## src/rtl/alu_issue_stage.sv

```systemverilog
// Decode/issue stage for a 32-bit ALU: decodes RV32I ALU-class instructions into
// ALU_FUN plus A/B operands and hands them to execute through a two-entry skid buffer.
module alu_issue_stage #(
    parameter int M = 32
) (
    input  logic         CLK,
    input  logic         RST,
    input  logic         FLUSH,
    input  logic         IN_VALID,
    output logic         IN_READY,
    input  logic [31:0]  INSTR,
    input  logic [M-1:0] PC,
    input  logic [M-1:0] RS1_DATA,
    input  logic [M-1:0] RS2_DATA,
    output logic         OUT_VALID,
    input  logic         OUT_READY,
    output logic [M-1:0] ALU_A,
    output logic [M-1:0] ALU_B,
    output logic [3:0]   ALU_FUN,
    output logic [4:0]   RD_ADDR,
    output logic         RD_WE,
    output logic         ILLEGAL
);
    localparam logic [3:0] FUN_ADD  = 4'b0000;
    localparam logic [3:0] FUN_PASS = 4'b1001;

    localparam logic [6:0] OPC_OP    = 7'b0110011;
    localparam logic [6:0] OPC_OPIMM = 7'b0010011;
    localparam logic [6:0] OPC_LUI   = 7'b0110111;
    localparam logic [6:0] OPC_AUIPC = 7'b0010111;
    localparam logic [6:0] OPC_JAL   = 7'b1101111;
    localparam logic [6:0] OPC_JALR  = 7'b1100111;

    typedef struct packed {
        logic signed [M-1:0] a;
        logic signed [M-1:0] b;
        logic [3:0]          fun;
        logic [4:0]          rd;
        logic                we;
        logic                ill;
    } entry_t;

    typedef enum logic [1:0] {EMPTY, ONE, TWO} state_t;

    // funct3 maps straight onto the low three FUN bits; bit 3 marks SUB/SRA.
    function automatic entry_t decode(input logic [31:0]  instr,
                                      input logic [M-1:0] pc,
                                      input logic [M-1:0] rs1,
                                      input logic [M-1:0] rs2);
        entry_t              e;
        logic [2:0]          f3;
        logic signed [11:0]  i_imm;
        logic signed [31:0]  u_imm;
        f3    = instr[14:12];
        i_imm = $signed(instr[31:20]);
        u_imm = $signed({instr[31:12], 12'b0});
        e     = '0;
        e.rd  = instr[11:7];
        case (instr[6:0])
            OPC_OP: begin
                e.a   = $signed(rs1);
                e.b   = $signed(rs2);
                e.fun = {instr[30] && (f3 == 3'b000 || f3 == 3'b101), f3};
            end
            OPC_OPIMM: begin
                e.a   = $signed(rs1);
                e.fun = {instr[30] && (f3 == 3'b101), f3};
                if (f3 == 3'b001 || f3 == 3'b101) begin
                    e.b = $signed(M'(instr[24:20]));
                end else begin
                    e.b = M'(i_imm);
                end
            end
            OPC_LUI: begin
                e.a   = M'(u_imm);
                e.fun = FUN_PASS;
            end
            OPC_AUIPC: begin
                e.a   = $signed(pc);
                e.b   = M'(u_imm);
                e.fun = FUN_ADD;
            end
            OPC_JAL, OPC_JALR: begin
                e.a   = $signed(pc);
                e.b   = M'(4);
                e.fun = FUN_ADD;
            end
            default: e.ill = 1'b1;
        endcase
        e.we = !e.ill && (e.rd != 5'd0);
        return e;
    endfunction

    entry_t dec_p0;
    entry_t head_p1;
    entry_t skid_p1;
    state_t state_p1;
    state_t state_nx;
    logic   vld_p1;
    logic   rdy_p1;
    logic   push;
    logic   pop;
    logic   ld_head_new;
    logic   ld_head_skid;
    logic   ld_skid;

    assign dec_p0 = decode(INSTR, PC, RS1_DATA, RS2_DATA);
    assign push   = IN_VALID && rdy_p1;
    assign pop    = vld_p1 && OUT_READY;

    always_comb begin
        state_nx     = state_p1;
        ld_head_new  = 1'b0;
        ld_head_skid = 1'b0;
        ld_skid      = 1'b0;
        if (FLUSH) begin
            state_nx = EMPTY;
        end else begin
            case (state_p1)
                EMPTY: begin
                    if (push) begin
                        state_nx    = ONE;
                        ld_head_new = 1'b1;
                    end
                end
                ONE: begin
                    if (push && pop) begin
                        ld_head_new = 1'b1;
                    end else if (push) begin
                        state_nx = TWO;
                        ld_skid  = 1'b1;
                    end else if (pop) begin
                        state_nx = EMPTY;
                    end
                end
                TWO: begin
                    if (pop) begin
                        state_nx     = ONE;
                        ld_head_skid = 1'b1;
                    end
                end
                default: state_nx = EMPTY;
            endcase
        end
    end

    // ---- p1: buffer state and registered handshake outputs ----
    always_ff @(posedge CLK or posedge RST) begin
        if (RST) begin
            state_p1 <= EMPTY;
            vld_p1   <= 1'b0;
            rdy_p1   <= 1'b1;
        end else begin
            state_p1 <= state_nx;
            vld_p1   <= (state_nx != EMPTY);
            rdy_p1   <= (state_nx != TWO);
        end
    end

    // Payload is cleared by reset too, so the execute side sees a clean zero entry.
    always_ff @(posedge CLK or posedge RST) begin
        if (RST) begin
            head_p1 <= '0;
            skid_p1 <= '0;
        end else begin
            if (ld_head_new) begin
                head_p1 <= dec_p0;
            end else if (ld_head_skid) begin
                head_p1 <= skid_p1;
            end
            if (ld_skid) begin
                skid_p1 <= dec_p0;
            end
        end
    end

    assign IN_READY  = rdy_p1;
    assign OUT_VALID = vld_p1;
    assign ALU_A     = head_p1.a;
    assign ALU_B     = head_p1.b;
    assign ALU_FUN   = head_p1.fun;
    assign RD_ADDR   = head_p1.rd;
    assign RD_WE     = head_p1.we;
    assign ILLEGAL   = head_p1.ill;

endmodule

```

## config.mk

```make
export PLATFORM = sky130hd
export DESIGN_NAME = alu_issue_stage
export DESIGN_NICKNAME = d
export VERILOG_FILES = /design/src/rtl/alu_issue_stage.sv
export SDC_FILE = /design/constraint.sdc
export NUM_CORES = 1
export LEC_CHECK = 0
export CORE_UTILIZATION = 53
export CTS_BUF_LIST = sky130_fd_sc_hd__clkbuf_8
export DETAILED_ROUTE_END_ITERATION = 12
export PLACE_DENSITY = 0.88
export SLEW_MARGIN = 20
export SYNTH_ARGS = -nofsm -noshare
export SYNTH_HDL_FRONTEND = slang
export SYNTH_SLANG_ARGS = --single-unit
```

## constraint.sdc

```tcl
create_clock -name CLK -period 8.7 [get_ports CLK]
set_input_delay 1.305 -clock CLK [delete_from_list [all_inputs] [get_ports CLK]]
set_output_delay 1.305 -clock CLK [all_outputs]
set_load 0.03 [all_outputs]
```

==> metrics.md, run 1 <==
| Metric | Value |
|---|---|
| Run status | finished, final reports clean |
| Setup TNS | 0 ps |
| Fmax | between 200 and 300 MHz |
| Net count after synthesis | 835 |
| Cell accounting for the most synthesized area | dfrtp_1 |
| Max transition margin | 26.5% |
| Initial DRC count | around 920 |
| Drt drc | 0 |
| Die height | roughly 120 µm |
| Port Buffers | ~210 |
| Synth area leaders | dfrtp_1 54%, o21ai_0 9.2%, a22oi_1 7.4% |
| ANT nets after route | 0 |
| Minimum clock period | 3530 ps |
| RSZ-0062 raised after global routing | no |
| Pwr Density | approximately 170 mW/mm² |
| CTS Hold Bufs | 0 |
| Initial Util | between 50% and 60% |
| First-pass GRT wire length | 35400 µm |
| Post-CTS Setup Inserts | 0 |
| TritonCTS Buffers | 17 |
| Core area | 0.0132 mm² |
| Post-synthesis area per instance | 10.2 µm² |
| GRT Total Usage | 33.0% |
| Fin worst setup slack | 5170 ps |
| Fillcell total | 904 |
| Setup crit end kind | flip-flop |
| Final setup fails | 0 |
| P&R area growth vs syn | 36.0% |
| Post-CTS resize count | 0 |
| GR Overflow Total | 0 |
| Die area | 0.0140 mm² |
| Register area share after synthesis | 53.9% |
| Worst-path clk slew | 80 ps |
| # IOs | 210 |
| Asr flop ratio synth | 100% |
| Element type at the critical path start | input port |
| Critical Path Fanout Max | 43 |
| Clk buf depth | 2 |
| Std-Cell Rows | 42 |
| #FFs+latches synth | about 150 |
| WL/cell | 21.2 µm |
| Post-synth EDFFs | 0 |
| Largest net degree at the start of global routing | 88 |
| Yosys warns | 0 |
| Via count | roughly 6700 |
| Num Clock Sinks | 154 |
| Final wirelength | roughly 23000 µm |
| Vias in the first global route | 6503 |
| Data required time at the worst endpoint | 9040 ps |
| Total chip power | 1630 µW |
| Critical Path Source | INSTR[5] |
| Maxcap violations | 0 |
| Layout cells sized above 1 | 7.29% |
| Synth top area share | 53.6% |
| Leak | 0.00403 µW |
| Initial antenna violation count | 1 |
| Worst slew pin tran | between 1000 and 1500 ps |
| TritonCTS clock tree | yes |
| Final period util | roughly two fifths |
| Pre-CTS setup slack | 4800 ps |
| Hold Path Origin | skid_p1[0] |
| Clock Latency Late Sink | between 400 and 500 ps |
| Vias/cell | 6.27 |
| Worst-case hold slack | 487 ps |
| Kind of critical path | in2reg |
| Worst IR Drop VDD | 0.103 mV |
| Reg2reg start | IN_READY |
| Final core occ | about three quarters |
| Hold Crit Class | reg2reg |
| Root Driver | clkbuf_8 |
| Final Hold Vio Count | 0 |
| Die Width | about 120 µm |
| Final weighted congestion in routability-driven placement | ~0.87 |
| Mapped Cells | 702 |
| Initial DRT Pass Iterations | 8 |
| CTS H-tree depth | 4 |
| Top FF cell, synth | dfrtp_1 |
| Nets | 1012 |
| Mapped Area | about 0.007 mm² |
| CP arrival | 3870 ps |
| Slew Limit Fails | 0 |
| Synth unique cells | 46 |
| Setup Skew | ~10 ps |
| Post-DP HPWL | 15700 µm |
-- final timing paths --
kind,to,slack (ps),cells after the start
max,ALU_B[13],5170,6
min,skid_p1[0],490,2
max reg2reg,ALU_A[14],6010,4
min reg2reg,skid_p1[0],490,2
max in group asynchronous,skid_p1[72],5910,3
min in group asynchronous,OUT_VALID,1390,2
-- flip-flops by register name, summed over array words and instances (netlist names) --
signal and count:
RD_WE 1, IN_READY 1, ILLEGAL 1, ALU_A 32, ALU_FUN 4, ALU_B 32, RD_ADDR 5, skid_p1 75
state_p1 2, OUT_VALID 1
-- kinds of logic after synthesis --
kind of cell           after synthesis  synth area share, %
buffers and inverters               64                 4.24
flip-flops                         154                 53.9
multiplexers                        61                 8.77
AND/OR/NAND/NOR                    170                 10.5
AO/OA/AOI/OAI                      253                 22.5
-- through the flow --
step / area, µm² / cells
floorplan: 7150 / 702
CTS: 9720 / 1068
global route: 9720 / 1068
finish: 9720 / 1069
detailed placement: 9300 / 1036
global placement: 9300 / 1036
-- worst max-delay path, cell delays in order --
cell and delay [ps]:
clkdlybuf4s50_1 410, buf_4 270, and4b_1 530, and2_0 820, a22oi_1 300, mux2i_1 230
-- where the power goes --
part | switching [µW] | leakage, µW | internal [µW]
clock | 264 | 0.000229 | 317
combinational | 146 | 0.00169 | 121
sequential | 24.3 | 0.00212 | 753
total | 434 | 0.00403 | 1190
-- routing by layer --
layer / wire length (µm) / up-vias / track usage (%) / part of all wire (%)
li1: - / 2925 / - / -
met4: 915 / 0 / 16.0 / 4.0
met2: 10600 / 466 / 51.6 / 47
met3: 2150 / 65 / 6.37 / 9.5
met1: 9020 / 3248 / 44.4 / 40
met5: 0 / - / 0 / 0
-- cell usage after synthesis (2+ instances only) --
master      n
mux2i_1    48
a32oi_1     7
nand2_1   127
a22o_1      3
buf_4       4
a221oi_1    5
buf_2      20
mux2_2     13
and3_1      5
buf_1       5
o21ai_1    10
o21ai_0   132
and2_0      2
nand3_1     7
a222oi_1   15
clkbuf_1   29
dfrtp_1   153
inv_1       3
a21oi_1     2
nand2b_1   12
buf_6       3
nor2_1      4
a22oi_1    70
-- area by class of cell --
class	count	area (µm²)	area share [%]
antenna	1	2.50	0.0257
clock buffer	18	248	2.55
clock inverter	14	179	1.84
inverter	3	16.3	0.167
multi-input combinational	484	3040	31.2
sequential	154	3850	39.6
tap	176	220	2.26
timing repair buffer	219	2170	22.3
-- cell usage in the layout (no fill, tap or decap), types with 2 or more instances in the layout --
master / Yosys / final
bufinv_16: 0 / 4
and2_0: 2 / 2
a22o_1: 3 / 3
o21ai_1: 10 / 10
inv_6: 0 / 2
nand2_1: 127 / 126
clkdlybuf4s50_1: 0 / 209
dfrtp_1: 153 / 153
and3_1: 5 / 5
nand3_1: 7 / 6
o21ai_0: 132 / 132
a32oi_1: 7 / 7
buf_4: 4 / 10
clkinv_4: 0 / 2
clkbuf_8: 0 / 18
a221oi_1: 5 / 5
nand2b_1: 12 / 12
a222oi_1: 15 / 15
nor2_1: 4 / 3
a22oi_1: 70 / 70
clkinv_2: 0 / 5
mux2i_1: 48 / 48
inv_1: 3 / 4
a21oi_1: 2 / 2
mux2_2: 13 / 13
Power figures use the tool's default switching activity.
==> run 2: changes to the inputs <==
--- a/config.mk
+++ b/config.mk
@@ -5,10 +5,10 @@
 export SDC_FILE = /design/constraint.sdc
 export NUM_CORES = 1
 export LEC_CHECK = 0
-export CORE_UTILIZATION = 53
+export CORE_UTILIZATION = 44
 export CTS_BUF_LIST = sky130_fd_sc_hd__clkbuf_8
 export DETAILED_ROUTE_END_ITERATION = 12
-export PLACE_DENSITY = 0.88
+export PLACE_DENSITY = 0.78
 export SLEW_MARGIN = 20
 export SYNTH_ARGS = -nofsm -noshare
 export SYNTH_HDL_FRONTEND = slang
==> constraint.sdc (replaced) <==
create_clock -name CLK -period 2.9 [get_ports CLK]
set_input_delay 0.435 -clock CLK [delete_from_list [all_inputs] [get_ports CLK]]
set_output_delay 0.435 -clock CLK [all_outputs]
set_load 0.03 [all_outputs]
==> metrics.md, run 2 (synthesized netlist as in run 1, its figures left out) <==
| Metric | Value |
|---|---|
| Post-CTS resize count | 0 (unchanged) |
| GRT Total Usage | 27.4% (-5.6 points) |
| Port Buffers | 209 (unchanged) |
| Reg2reg start | IN_READY |
| Initial Util | 45.0% (-9.2 points) |
| FF-to-FF End | skid_p1[66] |
| Nets | 1022 (+0.99%) |
| WL/cell | 19.8 µm (-6.4%) |
| Die height | 129 µm (+9.6%) |
| Max transition margin | 38.6% (+12 points) |
| Largest net degree at the start of global routing | 82 (-6.8%) |
| Worst reg2reg path depth | 4 (unchanged) |
| Clk buf depth | 2 (unchanged) |
| Initial antenna violation count | 0 (-1) |
| Layout cells sized above 1 | 8.54% (+1.2 points) |
| Most common cell after layout, fill and taps aside | clkdlybuf4s50_1 |
| Largest register FFs | 75 (unchanged) |
| Pwr Density | 508 mW/mm² (+200%) |
| Post-DP HPWL | 15500 µm (-1.2%) |
| Maxcap violations | 0 (unchanged) |
| Flop pwr share | 45.8% (-2.0 points) |
| Slowest stage delay, CP | 640 ps (-180 ps) |
| Worst IR Drop VDD | 0.249 mV (+140%) |
| CTS Hold Bufs | 0 (unchanged) |
| Clock Power Share | 38.2% (+2.4 points) |
| Critical Path Fanout Max | 20 (-53%) |
| Data required time at the worst endpoint | 3250 ps (-5790 ps) |
| RSZ-0062 raised after global routing | no |
| First-pass GRT wire length | 33900 µm (-4.2%) |
| Largest Register | skid_p1 |
| Final period util | 81.4% |
| Post-placement cell count | 1086 (+4.8%) |
| CP arrival | 2710 ps (-1160 ps) |
| Worst-path clk slew | 80 ps (about the same) |
| Vias/cell | 5.76 (-8.1%) |
| Clock Latency Late Sink | 450 ps (about the same) |
| Root Driver | clkbuf_8 |
| Final weighted congestion in routability-driven placement | 0.876 (+0.86%) |
| Setup TNS | 0 ps (unchanged) |
| Final wirelength | 22200 µm (-2.1%) |
| Internal Dissipation | 3750 µW (+210%) |
| CTS H-tree depth | 4 (unchanged) |
| Post-CTS Setup Inserts | 0 (unchanged) |
| Die Width | 129 µm (+9.6%) |
| Switching power total | 1320 µW (+200%) |
| Slowest-stage cell, CP | clkdlybuf4s50_1 |
| GR Overflow Total | 0 (unchanged) |
| P&R area growth vs syn | 39.7% |
| # IOs | 210 (unchanged) |
| CP cell instances | clkdlybuf4s50_1, nand4_1, o22ai_1, nand2b_1, o21ai_0 |
| Num Clock Sinks | 154 (unchanged) |
| Combinational Power Share | 16.0% (-0.4 points) |
| Core area | 0.0159 mm² (+20%) |
| Setup crit end kind | flip-flop |
| Die area | 0.0168 mm² (+20%) |
| Leak | 0.00412 µW (+2.0%) |
| Hold Crit Class | in2async |
| Kind of critical path | in2reg |
| TritonCTS Buffers | 17 (unchanged) |
| Worst slew pin tran | 921 ps (-177 ps) |
| Sw Share | 26.0% (-0.69 points) |
| Reg2reg setup slack | 890 ps (-5120 ps) |
| Final setup fails | 0 (unchanged) |
| Final Hold Vio Count | 0 (unchanged) |
| Element type at the critical path start | input port |
| Drt drc | 0 (unchanged) |
| Antenna Cells | 0 (-1) |
| Slew Limit Fails | 0 (unchanged) |
| Vias in the first global route | 5987 (-7.9%) |
| Fmax | about 420 MHz |
| ANT nets after route | 0 (unchanged) |
| Delay-heaviest family, CP | simple AND/OR/NAND/NOR gates |
| Finished Layout Cells | 1118 (+4.6%) |
| Minimum clock period | 2360 ps |
| Run status | finished, final reports clean |
| Initial DRC count | 798 (-13%) |
| Initial DRT Pass Iterations | 5 (-3) |
| Crit path depth | 5 (-1) |
| Bufs and invs on worst path | 1 (-1) |
| Std-Cell Rows | 46 (+9.5%) |
| Via count | 6442 (-3.9%) |
| TritonCTS clock tree | yes |
| Setup Skew | 7.68 ps (-2.51 ps) |
| Commonest cells after routing, fill and taps aside | 209 x clkdlybuf4s50_1, 153 x dfrtp_1, 132 x o21ai_0 |
-- run 2: how the worst max path moves through the flow --
stage | start | end
floorplan | RST | ALU_A[0]
finish | INSTR[2] | skid_p1[66]
global route | INSTR[2] | skid_p1[36]
detailed placement | INSTR[2] | skid_p1[33]
global placement | INSTR[2] | skid_p1[35]
CTS | INSTR[2] | skid_p1[33]
-- run 2: worst min-delay path, stage by stage --
cell and delay, ps:
clkdlybuf4s50_1 440, clkinvlp_4 120, buf_12 340
-- run 2: stage by stage --
step           hold slack, ps  instance area (µm²)  utilization, %  worst slack [ps]  total power, µW
2_1_floorplan             439                 7150               -               521             2740
3_3_place_gp              458                 9510            59.8               229             3160
3_5_place_dp              456                 9510            59.8               147             3170
4_1_cts                   470                 9990            62.9               626             5090
5_1_grt                   502                 9990            62.9               445             5260
6_report                  466                 9990            62.9               539             5070
-- run 2: power by group through the flow --
stage               clock (µW)  combinational, µW  sequential, µW
floorplan                    0                301            2440
global placement             0                801            2360
detailed placement           0                809            2360
CTS                       1960                811            2320
global route              2050                868            2340
finish                    1930                812            2320
-- run 2: per-layer routing --
layer	GRT usage, %	vias up	part of all wire, %	wire, µm
met5	0	-	0	0
met4	11.4	0	2.6	575
met3	5.90	35	8.7	1930
met2	40.9	353	46	10300
met1	38.7	3110	42	9380
li1	-	2944	-	-
-- run 2: cell type report --
cell class | instances | area, µm²
clock buffers | 17 | 234
clock inverters | 15 | 245
fillers | 1327 | 5900
inverters | 3 | 15.0
multi-input cells | 484 | 3040
flip-flops and latches | 154 | 3850
well taps | 216 | 270
repair buffers | 229 | 2330
